[config.mk]
export PLATFORM = sky130hd
export DESIGN_NAME = mul_issue_ctrl_flat
export DESIGN_NICKNAME = d
export VERILOG_FILES = /design/src/rtl/mul_pkg.sv /design/src/rtl/mul_issue_ctrl_if.sv /design/src/rtl/mul_resp_fifo.sv /design/src/rtl/mul_issue_ctrl.sv /design/src/flat_wrapper.sv
export SDC_FILE = /design/constraint.sdc
export NUM_CORES = 1
export LEC_CHECK = 0
export ABC_AREA = 1
export CAP_MARGIN = 40
export CORE_AREA = 4 4 240 125
export DETAILED_ROUTE_END_ITERATION = 16
export DIE_AREA = 0 0 244 129
export PLACE_DENSITY = 0.69
export REMOVE_ABC_BUFFERS = 1
export SLEW_MARGIN = 25
export SYNTH_ARGS = -nofsm -noshare
export SYNTH_HDL_FRONTEND = slang
export SYNTH_SLANG_ARGS = --single-unit
[constraint.sdc]
create_clock -name clk -period 5.5 [get_ports clk]
set_clock_uncertainty 0.15 [all_clocks]
set_input_delay 0.825 -clock clk [delete_from_list [all_inputs] [get_ports clk]]
set_output_delay 0.825 -clock clk [all_outputs]
set_load 0.01 [all_outputs]
[src/rtl/mul_pkg.sv]
// mul_pkg: op encodings, word widths and product word-select helpers shared by the multiply issue stage
package mul_pkg;
  localparam int PROD_W = 64;
  localparam int WORD_W = 32;
  typedef enum logic [1:0] {
    MUL_OP_MUL   = 2'b00,
    MUL_OP_MULH  = 2'b01,
    MUL_OP_MULHU = 2'b10,
    MUL_OP_MULLU = 2'b11
  } mul_op_e;
  function automatic logic op_signed(mul_op_e op);
    return op == MUL_OP_MUL || op == MUL_OP_MULH;
  endfunction
  function automatic logic [WORD_W-1:0] sel_word(mul_op_e op, logic [PROD_W-1:0] p);
    return (op == MUL_OP_MULH || op == MUL_OP_MULHU) ? p[PROD_W-1:WORD_W] : p[WORD_W-1:0];
  endfunction
endpackage

[src/rtl/mul_issue_ctrl_if.sv]
// mul_issue_ctrl_if: request and response valid/ready channels of the multiply issue stage
interface mul_issue_ctrl_if
  import mul_pkg::*;
#(
  parameter int TAG_W = 4
) ();
  logic              req_valid;
  logic              req_ready;
  logic [1:0]        req_op;
  logic [WORD_W-1:0] req_x;
  logic [WORD_W-1:0] req_y;
  logic [TAG_W-1:0]  req_tag;
  logic              resp_valid;
  logic              resp_ready;
  logic [WORD_W-1:0] resp_data;
  logic [TAG_W-1:0]  resp_tag;
  modport master (
    output req_valid, req_op, req_x, req_y, req_tag, resp_ready,
    input  req_ready, resp_valid, resp_data, resp_tag
  );
  modport slave (
    input  req_valid, req_op, req_x, req_y, req_tag, resp_ready,
    output req_ready, resp_valid, resp_data, resp_tag
  );
endinterface

[src/rtl/mul_resp_fifo.sv]
// mul_resp_fifo: in-order wrap-around FIFO with async reset and synchronous clear
module mul_resp_fifo #(
  parameter int W     = 8,
  parameter int DEPTH = 4
) (
  input  logic         clk,
  input  logic         rst,
  input  logic         clr,
  input  logic         push,
  input  logic         pop,
  input  logic [W-1:0] wdata,
  output logic [W-1:0] rdata,
  output logic         full,
  output logic         empty
);
  localparam int AW = DEPTH > 1 ? $clog2(DEPTH) : 1;
  localparam int CW = $clog2(DEPTH + 1);
  logic [W-1:0]  mem_q [DEPTH];
  logic [AW-1:0] wr_q, wr_d, rd_q, rd_d;
  logic [CW-1:0] cnt_q, cnt_d;
  function automatic logic [AW-1:0] nxt(logic [AW-1:0] p);
    return p == AW'(DEPTH - 1) ? '0 : p + 1'b1;
  endfunction
  // pointer and occupancy update; clear wins over push/pop
  always_comb begin
    wr_d  = clr ? '0 : push ? nxt(wr_q) : wr_q;
    rd_d  = clr ? '0 : pop ? nxt(rd_q) : rd_q;
    cnt_d = clr ? '0 : cnt_q + CW'(push) - CW'(pop);
  end
  // pointer registers
  always_ff @(posedge clk or posedge rst)
    if (rst) begin
      wr_q  <= '0;
      rd_q  <= '0;
      cnt_q <= '0;
    end else begin
      wr_q  <= wr_d;
      rd_q  <= rd_d;
      cnt_q <= cnt_d;
    end
  // storage needs no reset; occupancy decides what is visible
  always_ff @(posedge clk)
    if (push && !clr) mem_q[wr_q] <= wdata;
  assign rdata = mem_q[rd_q];
  assign full  = cnt_q == CW'(DEPTH);
  assign empty = cnt_q == '0;
endmodule

[src/rtl/mul_issue_ctrl.sv]
// mul_issue_ctrl: issue/response wrapper for a pipelined 32x32 multiplier; define MUL_FLUSH_EN to add a synchronous flush input
module mul_issue_ctrl
  import mul_pkg::*;
#(
  parameter int TAG_W   = 4,
  parameter int MUL_LAT = 1,
  parameter int DEPTH   = 4
) (
  input  logic              clk,
  input  logic              rst,
`ifdef MUL_FLUSH_EN
  input  logic              flush,
`endif
  mul_issue_ctrl_if.slave   bus,
  output logic              mul_sign,
  output logic [WORD_W-1:0] mul_x,
  output logic [WORD_W-1:0] mul_y,
  input  logic [PROD_W-1:0] mul_result
);
  localparam int CW = $clog2(DEPTH + 1);
  typedef struct packed {
    logic             v;
    mul_op_e          op;
    logic [TAG_W-1:0] tag;
  } stage_t;
  logic                  do_flush, accept, push, pop, fifo_full, fifo_empty;
  logic [CW-1:0]         cnt_q, cnt_d;
  logic                  sign_q, sign_d;
  logic [WORD_W-1:0]     x_q, x_d, y_q, y_d;
  logic [TAG_W+WORD_W-1:0] rdata;
  stage_t                pipe_q [MUL_LAT+1];
  stage_t                pipe_d [MUL_LAT+1];
`ifdef MUL_FLUSH_EN
  assign do_flush = flush;
`else
  assign do_flush = 1'b0;
`endif
  // handshakes, credit accounting and operand capture; ready depends only on registered credits
  always_comb begin
    bus.req_ready  = !rst && cnt_q < CW'(DEPTH) && !do_flush;
    accept         = bus.req_valid && bus.req_ready;
    bus.resp_valid = !fifo_empty && !do_flush;
    pop            = bus.resp_valid && bus.resp_ready;
    cnt_d          = do_flush ? '0 : cnt_q + CW'(accept) - CW'(pop);
    sign_d         = accept ? op_signed(mul_op_e'(bus.req_op)) : sign_q;
    x_d            = accept ? bus.req_x : x_q;
    y_d            = accept ? bus.req_y : y_q;
  end
  // valid/op/tag travel beside the multiplier so each result can be tagged and word-selected
  always_comb begin
    pipe_d[0] = '{v: accept, op: mul_op_e'(bus.req_op), tag: bus.req_tag};
    for (int i = 1; i <= MUL_LAT; i++) pipe_d[i] = pipe_q[i-1];
    for (int i = 0; i <= MUL_LAT; i++) if (do_flush) pipe_d[i].v = 1'b0;
    push = pipe_q[MUL_LAT].v && !do_flush;
  end
  // state registers
  always_ff @(posedge clk or posedge rst)
    if (rst) begin
      cnt_q  <= '0;
      sign_q <= 1'b0;
      x_q    <= '0;
      y_q    <= '0;
      for (int i = 0; i <= MUL_LAT; i++) pipe_q[i] <= '0;
    end else begin
      cnt_q  <= cnt_d;
      sign_q <= sign_d;
      x_q    <= x_d;
      y_q    <= y_d;
      for (int i = 0; i <= MUL_LAT; i++) pipe_q[i] <= pipe_d[i];
    end
  assign mul_sign = sign_q;
  assign mul_x    = x_q;
  assign mul_y    = y_q;
  mul_resp_fifo #(.W(TAG_W + WORD_W), .DEPTH(DEPTH)) u_fifo (
    .clk   (clk),
    .rst   (rst),
    .clr   (do_flush),
    .push  (push),
    .pop   (pop),
    .wdata ({pipe_q[MUL_LAT].tag, sel_word(pipe_q[MUL_LAT].op, mul_result)}),
    .rdata (rdata),
    .full  (fifo_full),
    .empty (fifo_empty)
  );
  assign {bus.resp_tag, bus.resp_data} = rdata;
  // credits bound the in-flight count, so the multiplier never delivers into a full FIFO
  assert property (@(posedge clk) disable iff (rst) !(push && fifo_full));
endmodule
[src/flat_wrapper.sv]
// flat-port wrapper written by rule: the top's interface ports become plain ports
module mul_issue_ctrl_flat import mul_pkg::*;
#(
  parameter int TAG_W   = 4,
  parameter int MUL_LAT = 1,
  parameter int DEPTH   = 4
)
  (clk, rst, mul_sign, mul_x, mul_y, mul_result, bus_req_valid, bus_req_op, bus_req_x, bus_req_y, bus_req_tag, bus_resp_ready, bus_req_ready, bus_resp_valid, bus_resp_data, bus_resp_tag);
  mul_issue_ctrl_if #(.TAG_W(TAG_W)) bus_i ();
  input  logic clk;
  input  logic rst;
  output logic mul_sign;
  output logic [WORD_W-1:0] mul_x;
  output logic [WORD_W-1:0] mul_y;
  input  logic [PROD_W-1:0] mul_result;
  input wire logic [$bits(bus_i.req_valid)-1:0] bus_req_valid;
  input wire logic [$bits(bus_i.req_op)-1:0] bus_req_op;
  input wire logic [$bits(bus_i.req_x)-1:0] bus_req_x;
  input wire logic [$bits(bus_i.req_y)-1:0] bus_req_y;
  input wire logic [$bits(bus_i.req_tag)-1:0] bus_req_tag;
  input wire logic [$bits(bus_i.resp_ready)-1:0] bus_resp_ready;
  output wire logic [$bits(bus_i.req_ready)-1:0] bus_req_ready;
  output wire logic [$bits(bus_i.resp_valid)-1:0] bus_resp_valid;
  output wire logic [$bits(bus_i.resp_data)-1:0] bus_resp_data;
  output wire logic [$bits(bus_i.resp_tag)-1:0] bus_resp_tag;
  assign bus_i.req_valid = bus_req_valid;
  assign bus_i.req_op = bus_req_op;
  assign bus_i.req_x = bus_req_x;
  assign bus_i.req_y = bus_req_y;
  assign bus_i.req_tag = bus_req_tag;
  assign bus_i.resp_ready = bus_resp_ready;
  assign bus_req_ready = bus_i.req_ready;
  assign bus_resp_valid = bus_i.resp_valid;
  assign bus_resp_data = bus_i.resp_data;
  assign bus_resp_tag = bus_i.resp_tag;
  mul_issue_ctrl #(.TAG_W(TAG_W), .MUL_LAT(MUL_LAT), .DEPTH(DEPTH)) u_core (.clk(clk), .rst(rst), .bus(bus_i), .mul_sign(mul_sign), .mul_x(mul_x), .mul_y(mul_y), .mul_result(mul_result));
endmodule
==> impl_results.md, run 1 <==
* Layout area overhead at 37.7%
* # hold bufs at CTS at 0
* Asr flop ratio synth at 38.2%
* VDD IR max at 228 µV
* Worst-margin pin slew at 695 ps
* Worst slack at placement at 2140 ps
* CP Capture Type: primary output
* Register area share after synthesis at 68.3%
* Iter 0 DRT Violations at 357
* Overall routing resource usage at 14.2%
* Largest delay contributor family on the critical path: buffers and inverters
* CTS Sinks at 233
* Synth Flop Type: edfxtp_1
* Drt total wl at 23.0 mm
* Largest family of logic cells by synthesized area: simple AND/OR/NAND/NOR gates
* Worst path cell trace: clkinv_1, buf_4, o211ai_1, nand2_1, clkdlybuf4s50_1
* Met1 Usage GRT at 17.5%
* Final Max Tran Viols at 0
* Mapped cell area at 9600 µm²
* Slowest stage delay, CP at 550 ps
* Ranking of synthesized cells by area: edfxtp_1 45%, dfrtp_1 23%, nand2_1 15%
* XOR/XNOR share of the synthesized area at 0.365%
* Port bufs at 240
* Max Fclk at 289 MHz
* Setup TNS at 0 ps
* Vias per inst at 4.48
* DR WL/cell at 15.2 µm
* Synth Area in Compound Gates at 5.84%
* Final period util at 62.9%
* Clock root buffer: clkbuf_16
* Die H at 129 µm
* Post-route ant nets at 0
* Rel. slew slack at 53.7%
* CTS clk-pin slew, worst paths at 60 ps
* RSZ-0062 raised after global routing: false
* Critical Path Source Type: flip-flop
* Yosys warns at 0
* GRT met2 Usage at 26.0%
* GRT Residual Overflow at 0
* CTS resizes at 0
* Total iterations of the first detailed-routing run at 4
* DIE AREA at 31500 µm²
* Static leakage at 5.64 nW
* Number of remaining DRC errors at 0
* Io pins at 241
* Antenna Cells at 0
* Synth top cells by count: 383 x nand2_1, 144 x edfxtp_1, 90 x inv_1
* Post-synth top area share at 45.1%
* Syn avg cell area at 10.8 µm²
* Largest area contributor in the netlist: edfxtp_1
* Final hold violation count at 0
* Worst Hold Class: flip-flop to flip-flop
* Total CTS buffers at 23
* Rows at 43
* Slowest CP cell: clkdlybuf4s50_1
* Antenna violations before repair at 0
* Grt met3 use at 2.81%
* Core area at 27500 µm²
* Layout Nets at 1266
* CP bufs+invs at 3
* PwrDens at 492 nW/µm²
* Via count of the first global-routing pass at 7103
* Clk buf depth at 3
* Worst EP arrival at 2490 ps
* Post-Synth Adder-Cell Area at 1.59%
* Max-cap viol count at 0
* Largest net degree at the start of global routing at 77
* Total power at 6.50 mW
* Final Setup Violations at 0
* Reg2reg setup slack at 3070 ps
* Die Wd at 244 µm
* EDFF count, synth at 144
* Final WS setup at 2040 ps
* Post-synthesis cell type count at 22
* Max Fanout on Critical Path at 24
* Worst path required time at 4530 ps
* Simple-Gate Fraction of Synth Area at 17.2%
* DP HPWL at 15.8 mm
* Vias at 6785
* CTS HTree Levels at 1
* Seq cells post-synth at 233
* Multiplexer share of the synthesized area at 0%
* Status: completed
* Top-count cell post-synth: nand2_1
* Crit path time final at 3460 ps
* Busiest grt layer: met2
* Worst-skew pair later-pin latency at 520 ps
* Initial Utilization at 34.8%
* Share of cells above drive strength 1 at 5.12%
* CTS tree: yes
* GPL Wtd Cong at 0.762
* Critical path type: flip-flop to primary output
* Cells after synthesis at 887
* Setup bufs post-CTS at 0
* First-pass GRT wire length at 36.3 mm
[per-layer routing]
layer	share of wire, %	up-vias
met1	43	3254
met5	0	-
met3	4.2	36
met4	2.2	0
li1	-	3345
met2	51	150
[cell usage in the layout, fill, tap and decap left out]
cell type        Yosys  final
nand2_1            383    383
clkdlybuf4s50_1      0    240
edfxtp_1           144    144
dfrtp_1             89     87
inv_1               90     85
o211ai_1            72     72
nand3_1             34     34
clkbuf_16            0     23
ha_1                 9      9
buf_4                4      6
inv_2                1      5
bufinv_16            0      5
buf_12               0      5
clkinv_1             1      4
clkbuf_1             8      4
o21ai_0              3      3
clkbuf_8             0      3
nand2_4              2      2
nor2_1               2      2
xor2_1               2      2
xnor2_1              2      2
clkinv_2             0      2
fa_1                 2      2
buf_16               0      2
nor2_4               1      1
a21oi_1              1      1
or2_1                1      1
inv_16               0      1
clkinvlp_4           0      1
dfrtp_4              0      1
dfrtp_2              0      1
[area by class of cell]
class,count,area (µm²)
inverter,92,347
multi-input combinational,514,2400
clock buffer,30,632
tap,382,478
timing repair buffer,253,2600
fill,2442,14300
sequential,233,6560
clock inverter,11,194
[worst paths after layout]
path,start,to,depth (start not counted)
worst max-delay path,u_core.u_fifo.rd_q[1],bus_resp_data[17],5
worst min-delay path,u_core.pipe_d[0],u_core.pipe_q[0],0
worst max register to register,u_core.cnt_q[2],u_core.cnt_q[2],9
worst min register to register,u_core.pipe_d[0],u_core.pipe_q[0],0
max in group asynchronous,rst,u_core.mul_y[14],4
min in group asynchronous,rst,u_core.pipe_q[5],2
[metrics by stage]
step                util [%]  hold WS (ps)  area (µm²)  instances
detailed placement      45.0           185       12400       1474
global route            48.0           188       13200       1515
global placement        44.4           181       12200       1467
floorplan                  -           181        9300        839
CTS                     48.0           190       13200       1515
finish                  48.0           175       13200       1515
[flip-flops by register name (all words and copies together), names as in the netlist]
| register | count |
|---|---|
| u_core.u_fifo.mem_q | 144 |
| u_core.mul_x | 32 |
| u_core.mul_y | 32 |
| u_core.pipe_d | 7 |
| u_core.pipe_q | 6 |
| u_core.cnt_q | 3 |
| u_core.u_fifo.cnt_q | 3 |
| u_core.u_fifo.rd_q | 2 |
| u_core.u_fifo.wr_q | 2 |
| u_core.mul_sign | 1 |
| u_core.push | 1 |
[report_power, final]
| group | internal, mW | switching, mW |
|---|---|---|
| logic | 1.16 | 1.17 |
| clock network | 1.05 | 0.644 |
| registers | 2.24 | 0.224 |
| total | 4.46 | 2.04 |
[logic make-up (layout without fill, tap and decap cells)]
logic type | after synthesis | after routing
AOI/OAI and AO/OA | 76 | 76
adders and majority gates | 11 | 11
buffers and inverters | 140 | 386
DFF | 233 | 233
and+or+nand+nor | 423 | 423
xor gates and xnor gates | 4 | 4
No activity file was read; power rests on OpenSTA's default activity.
==> run 2, diff against run 1 <==
PLACE_DENSITY = 0.72   (was 0.69)
clock period = 2.9 ns   (was 5.5 ns; I/O delays follow)
==> run 2 against run 1 <==
Register-to-register slack got worse by 2300 ps; largest power group unchanged; via count decreased by 0.32%; highest routed layer is now met5; cell count increased by 0.53%.
==> impl_results.md, run 2 (synthesis results as in run 1) <==
* Status: completed (unchanged)
* VDD IR max at 480 µV (was 228 µV)
* Worst r2r dst: u_core.u_fifo.cnt_q[2] (was u_core.cnt_q[2])
* Layout area overhead at 37.4% (was 37.7%)
* Largest delay contributor family on the critical path: buffers and inverters (unchanged)
* PwrDens at 931 nW/µm² (was 492 nW/µm²)
* CTS clk-pin slew, worst paths at 70 ps (was 60 ps)
* Final instance area at 13200 µm² (about the same)
* Final Max Tran Viols at 0 (unchanged)
* CP Capture Type: primary output (unchanged)
* Slowest CP cell: dfrtp_4 (was clkdlybuf4s50_1)
* Antenna Cells at 0 (unchanged)
* Worst-margin pin slew at 673 ps (was 695 ps)
* # hold bufs at CTS at 0 (unchanged)
* First-pass GRT wire length at 36.9 mm (was 36.3 mm)
* Fin util at 47.9% (was 48.0%)
* Worst-skew pair later-pin latency at 520 ps (about the same)
* DR WL/cell at 15.3 µm (was 15.2 µm)
* Drt total wl at 23.3 mm (was 23.0 mm)
* Die Wd at 244 µm (unchanged)
* CTS HTree Levels at 1 (unchanged)
* Rel. slew slack at 55.0% (was 53.7%)
* Slowest stage delay, CP at 600 ps (was 550 ps)
* Dpl cells at 1481 (was 1474)
* CTS tree: yes (unchanged)
* Placed cell areas at 12400 µm² (about the same)
* Crit path time final at 2780 ps
* Largest register FFs at 144 (unchanged)
* Total CTS buffers at 23 (unchanged)
* Antenna violations before repair at 1 (was 0)
* Max Fanout on Critical Path at 17 (was 24)
* Via count of the first global-routing pass at 7118 (was 7103)
* GRT Residual Overflow at 0 (unchanged)
* Worst EP arrival at 2200 ps (was 2490 ps)
* Worst path required time at 2320 ps (was 4530 ps)
* Worst Hold Class: primary input to async pin (was flip-flop to flip-flop)
* Layout Nets at 1274 (was 1266)
* Max Fclk at 359 MHz
* Met2 routed WL at 11.7 mm (about the same)
* GPL Wtd Cong at 0.770 (was 0.762)
* Number of remaining DRC errors at 0 (unchanged)
* Top sig layer: met5 (was met4)
* Most flop-heavy register: u_core.u_fifo.mem_q (unchanged)
* Post-route ant nets at 0 (unchanged)
* Vias per inst at 4.44 (was 4.48)
* Met3 WL at 1.11 mm (was 969 µm)
* Initial Utilization at 34.8% (unchanged)
* Hold Worst Slack at 172 ps (was 175 ps)
* Iter 0 DRT Violations at 352 (was 357)
* Most used cell, CP: nand2_1
* Vias at 6763 (was 6785)
* DP HPWL at 15.9 mm (was 15.8 mm)
* Die H at 129 µm (unchanged)
* Core area at 27500 µm² (unchanged)
* Max-cap viol count at 0 (unchanged)
* Most common cell after layout, fill and taps aside: nand2_1 (unchanged)
* Worst path cell trace: buf_4, nand2_1, o211ai_1, nand2_1, clkdlybuf4s50_1 (was clkinv_1, buf_4, o211ai_1, nand2_1, clkdlybuf4s50_1)
* Total iterations of the first detailed-routing run at 5 (was 4)
* Reg2reg setup slack at 750 ps (was 3070 ps)
* Io pins at 241 (unchanged)
* RSZ-0062 raised after global routing: false (unchanged)
* Static leakage at 5.65 nW (was 5.64 nW)
* Share of cells above drive strength 1 at 5.78% (was 5.12%)
* Rows at 43 (unchanged)
* Final period util at 96.0%
* Metal-1 WL at 9.95 mm (was 9.81 mm)
* Final Instance Count excl. Fillers at 1523 (was 1515)
* Commonest non-fill, non-tap cells in the layout: 383 x nand2_1, 240 x clkdlybuf4s50_1, 144 x edfxtp_1, 87 x dfrtp_1, 85 x inv_1 (unchanged)
* Largest net degree at the start of global routing at 67 (was 77)
* Clock root buffer: clkbuf_16 (unchanged)
* DIE AREA at 31500 µm² (unchanged)
* CP bufs+invs at 2 (was 3)
* Critical path type: flip-flop to primary output (unchanged)
* Critical Path Source Type: flip-flop (unchanged)
* Clk buf depth at 3 (unchanged)
* Final Setup Violations at 0 (unchanged)
* Overall routing resource usage at 14.4% (was 14.2%)
* CTS Sinks at 233 (unchanged)
* Final hold violation count at 0 (unchanged)
* Port bufs at 240 (unchanged)
* Worst reg-to-reg path cell count at 11 (was 9)
* Reg2reg start: u_core.u_fifo.cnt_q[1] (was u_core.cnt_q[2])
==> run 2: how the worst max path moves through the flow <==
stage                           from                to  slack (ps)  cells past startpoint
2_1_floorplan  u_core.u_fifo.rd_q[0]  bus_resp_data[0]        -600                      2
3_3_place_gp                     rst   u_core.cnt_q[2]         480                     10
3_5_place_dp                     rst   u_core.cnt_q[1]         480                      9
4_1_cts        u_core.u_fifo.rd_q[1]  bus_resp_data[1]           2                      4
5_1_grt        u_core.u_fifo.rd_q[0]  bus_resp_data[8]          10                      5
6_report       u_core.u_fifo.rd_q[0]  bus_resp_data[5]         120                      5
==> run 2: worst register-to-register path, cell delays in order, from the launching register on <==
cell	delay [ps]
dfrtp_1	450
nor2_1	120
nand2_1	110
nand2_1	120
inv_1	70
ha_1	280
inv_1	50
ha_1	130
inv_1	40
fa_1	380
nand2_1	80
nand2_1	50
==> run 2: power by group <==
group / total [mW] / internal, mW / switching, mW
Sequential: 4.66 / 4.25 / 0.411
Combinational: 4.55 / 2.27 / 2.28
Clock: 3.07 / 1.83 / 1.24
==> run 2: through the flow <==
step / setup WS [ps] / power [mW] / TNS [ps]
after floorplan: -604 / 6.70 / -22680
after global placement: 480 / 9.21 / 0
after detailed placement: 484 / 9.31 / 0
after CTS: 1.76 / 12.5 / 0
after global routing: 11.4 / 13.0 / 0
final: 116 / 12.3 / 0
==> run 2: final cells by class <==
type,instances,area (µm²)
Sequential cell,233,6560
Tap cell,382,478
Multi-Input combinational cell,514,2400
Clock buffer,28,594
Fill cell,2484,14400
Inverter,92,348
Timing Repair Buffer,261,2630
Clock inverter,13,179
==> run 2: layer usage <==
layer | up-vias | track usage, %
li1 | 3362 | -
met1 | 3210 | 17.9
met2 | 153 | 26.1
met3 | 36 | 3.00
met4 | 2 | 3.71
met5 | - | 0
==> run 2: timing repair <==
item / in CTS / in global routing
resized for setup: 1 / 1
setup buffers: 1 / 0
setup endpoints to repair: 20 / 7
==> run 3, diff against run 2 <==
DONT_BUFFER_PORTS = 1   (was unset)
PLACE_DENSITY = 0.6   (was 0.72)
==> run 3 against run 2 <==
Register-to-register slack got worse by 150 ps; combinational power decreased by 43%; sequential cell count unchanged; setup slack improved by 50 ps; total power decreased by 14%; via count decreased by 7.4%; global-route usage decreased by 0.31 points; clock power decreased by 3%; core utilization decreased by 6.1 points; non-clock buffer count decreased by 171; critical endpoint is now bus_resp_data[16]; largest cell class unchanged.
==> impl_results.md, run 3 (synthesis results as in run 1) <==
* CTS Sinks at 233 (unchanged)
* Placed cell areas at 9960 µm² (was 12400 µm²)
* Max Fanout on Critical Path at 19 (was 17)
* Commonest non-fill, non-tap cells in the layout: 383 x nand2_1, 144 x edfxtp_1, 87 x dfrtp_1, 85 x inv_1, 74 x dlygate4sd3_1 (was 383 x nand2_1, 240 x clkdlybuf4s50_1, 144 x edfxtp_1, 87 x dfrtp_1, 85 x inv_1)
* DIE AREA at 31500 µm² (unchanged)
* Final hold violation count at 0 (unchanged)
* Most common cell after layout, fill and taps aside: nand2_1 (unchanged)
* Critical Path Source Type: flip-flop (unchanged)
* Vias per inst at 4.62 (was 4.44)
* CP bufs+invs at 3 (was 2)
* Total iterations of the first detailed-routing run at 7 (was 5)
* Worst path cell trace: clkinv_1, buf_12, o211ai_1, nand2_1, buf_4 (was buf_4, nand2_1, o211ai_1, nand2_1, clkdlybuf4s50_1)
* Initial Utilization at 34.8% (unchanged)
* Max Fclk at 366 MHz (was 359 MHz)
* Slowest stage delay, CP at 550 ps (was 600 ps)
* Via count of the first global-routing pass at 6484 (was 7118)
* Final instance area at 11500 µm² (was 13200 µm²)
* Largest delay contributor family on the critical path: buffers and inverters (unchanged)
* Layout Nets at 1103 (was 1274)
* Largest net degree at the start of global routing at 69 (was 67)
* Io pins at 241 (unchanged)
* Core area at 27500 µm² (unchanged)
* DR WL/cell at 16.6 µm (was 15.3 µm)
* Fin util at 41.7% (was 47.9%)
* Static leakage at 5.01 nW (was 5.65 nW)
* GPL Wtd Cong at 0.758 (was 0.770)
* CP Capture Type: primary output (unchanged)
* Combinational group share of total power at 24.5% (was 37.0%)
* Antenna violations before repair at 4 (was 1)
* Max-cap viol count at 0 (unchanged)
* Flop pwr share at 47.3% (was 38.0%)
* Post-route ant nets at 0 (unchanged)
* Vias at 6262 (was 6763)
* Internal at 6.87 mW (was 8.35 mW)
* Switch Pwr at 3.72 mW (was 3.93 mW)
* Number of remaining DRC errors at 0 (unchanged)
* Final Max Tran Viols at 0 (unchanged)
* Largest register FFs at 144 (unchanged)
* Port bufs at 0 (was 240)
* Rel. slew slack at 52.2% (was 55.0%)
* Hold Worst Slack at 27.8 ps (was 172 ps)
* Final period util at 94.3% (was 96.0%)
* Final Setup Violations at 0 (unchanged)
* Reg2reg setup slack at 600 ps (was 750 ps)
* Share of cells above drive strength 1 at 6.70% (was 5.78%)
* Critical Path Start: u_core.u_fifo.rd_q[1] (was u_core.u_fifo.rd_q[0])
* Slowest CP cell: clkinv_1 (was dfrtp_4)
* Reg2reg start: u_core.u_fifo.cnt_q[1] (unchanged)
* Rows at 43 (unchanged)
* Crit path time final at 2730 ps (was 2780 ps)
* Clk buf depth at 3 (unchanged)
* CTS tree: yes (unchanged)
* Overall routing resource usage at 14.1% (was 14.4%)
* CTS HTree Levels at 1 (unchanged)
* PwrDens at 920 nW/µm² (was 931 nW/µm²)
* Worst reg-to-reg path cell count at 10 (was 11)
* Status: completed (unchanged)
* CTS clk-pin slew, worst paths at 60 ps (was 70 ps)
* Setup TNS at 0 ps (unchanged)
* Worst-skew pair later-pin latency at 510 ps (was 520 ps)
* Total CTS buffers at 23 (unchanged)
* GRT Residual Overflow at 0 (unchanged)
* Die H at 129 µm (unchanged)
* Sw Ratio at 35.1% (was 32.0%)
* First-pass GRT wire length at 35.2 mm (was 36.9 mm)
* Clock Power Share at 28.2% (was 25.0%)
* Worst path required time at 2320 ps (about the same)
* Clock root buffer: clkbuf_16 (unchanged)
* DP HPWL at 13.7 mm (was 15.9 mm)
* VDD IR max at 578 µV (was 480 µV)
* Critical path type: flip-flop to primary output (unchanged)
* RSZ-0062 raised after global routing: false (unchanged)
* Worst EP arrival at 2150 ps (was 2200 ps)
* Worst Setup EP: bus_resp_data[16] (was bus_resp_data[5])
* Iter 0 DRT Violations at 346 (was 352)
* Worst-margin pin slew at 717 ps (was 673 ps)
* Worst Hold Class: primary input to flip-flop (was primary input to async pin)
* Layout area overhead at 19.8% (was 37.4%)
* Worst r2r dst: u_core.u_fifo.cnt_q[1] (was u_core.u_fifo.cnt_q[2])
* Drt total wl at 22.5 mm (was 23.3 mm)
* Most flop-heavy register: u_core.u_fifo.mem_q (unchanged)
* Crit. path cell count at 5 (unchanged)
* Die Wd at 244 µm (unchanged)
==> run 3: power by group through the flow <==
stage / Combinational (mW) / Clock, mW / Sequential (mW)
finish: 2.59 / 2.99 / 5.00
global route: 2.97 / 3.24 / 5.08
CTS: 2.65 / 3.11 / 5.00
detailed placement: 2.57 / 0 / 5.05
global placement: 2.49 / 0 / 5.05
floorplan: 1.65 / 0 / 5.05
==> run 3: worst min-delay path by stage <==
stage                startpoint                    endpoint  slack (ps)  depth (start not counted)
2_1_floorplan  u_core.pipe_d[0]            u_core.pipe_q[0]         180                          0
3_3_place_gp   u_core.pipe_d[3]            u_core.pipe_q[3]         180                          0
3_5_place_dp   u_core.pipe_d[6]                 u_core.push         190                          0
4_1_cts          mul_result[12]  u_core.u_fifo.mem_q[2][12]           6                          2
5_1_grt           mul_result[1]   u_core.u_fifo.mem_q[3][1]          30                          2
6_report         mul_result[18]  u_core.u_fifo.mem_q[0][18]          30                          2
==> run 3: final cells by class <==
| cell class | instances | area [µm²] |
|---|---|---|
| Clock inverter | 11 | 95.1 |
| Inverter | 92 | 347 |
| Fill cell | 2573 | 16000 |
| Antenna cell | 3 | 7.51 |
| Sequential cell | 233 | 6560 |
| Tap cell | 382 | 478 |
| Timing Repair Buffer | 90 | 936 |
| Multi-Input combinational cell | 514 | 2400 |
| Clock buffer | 30 | 674 |
==> run 3: routing by layer <==
| metal | track usage (%) | vias up | part of all wire [%] |
|---|---|---|---|
| li1 | - | 3026 | - |
| met1 | 17.3 | 2999 | 42 |
| met2 | 24.6 | 185 | 50 |
| met3 | 3.92 | 50 | 5.6 |
| met4 | 4.45 | 2 | 2.7 |
| met5 | 0 | - | 0.058 |
==> run 3: repair_timing <==
item | CTS | global route
hold buffers | 74 | 0
setup buffers | 0 | 0
setup endpoints to repair | 0 | 0
resized for setup | 0 | 0
endpoints found under the hold margin | 124 | 0
==> run 3: worst register-to-register path, delay by kind of cell, from the launching register on <==
kind                     cells  cell delay [ps]
adder cells (fa/ha/maj)      3              930
flip-flops                   1              440
AND/OR/NAND/NOR              3              420
buffers and inverters        4              240
==> run 3: through the flow <==
stage | instances | total power, mW | setup slack (ps)
2_1_floorplan | 839 | 6.70 | -604
3_3_place_gp | 1236 | 7.54 | 639
3_5_place_dp | 1236 | 7.61 | 635
4_1_cts | 1351 | 10.8 | 67.3
5_1_grt | 1355 | 11.3 | 1.06
6_report | 1355 | 10.6 | 166
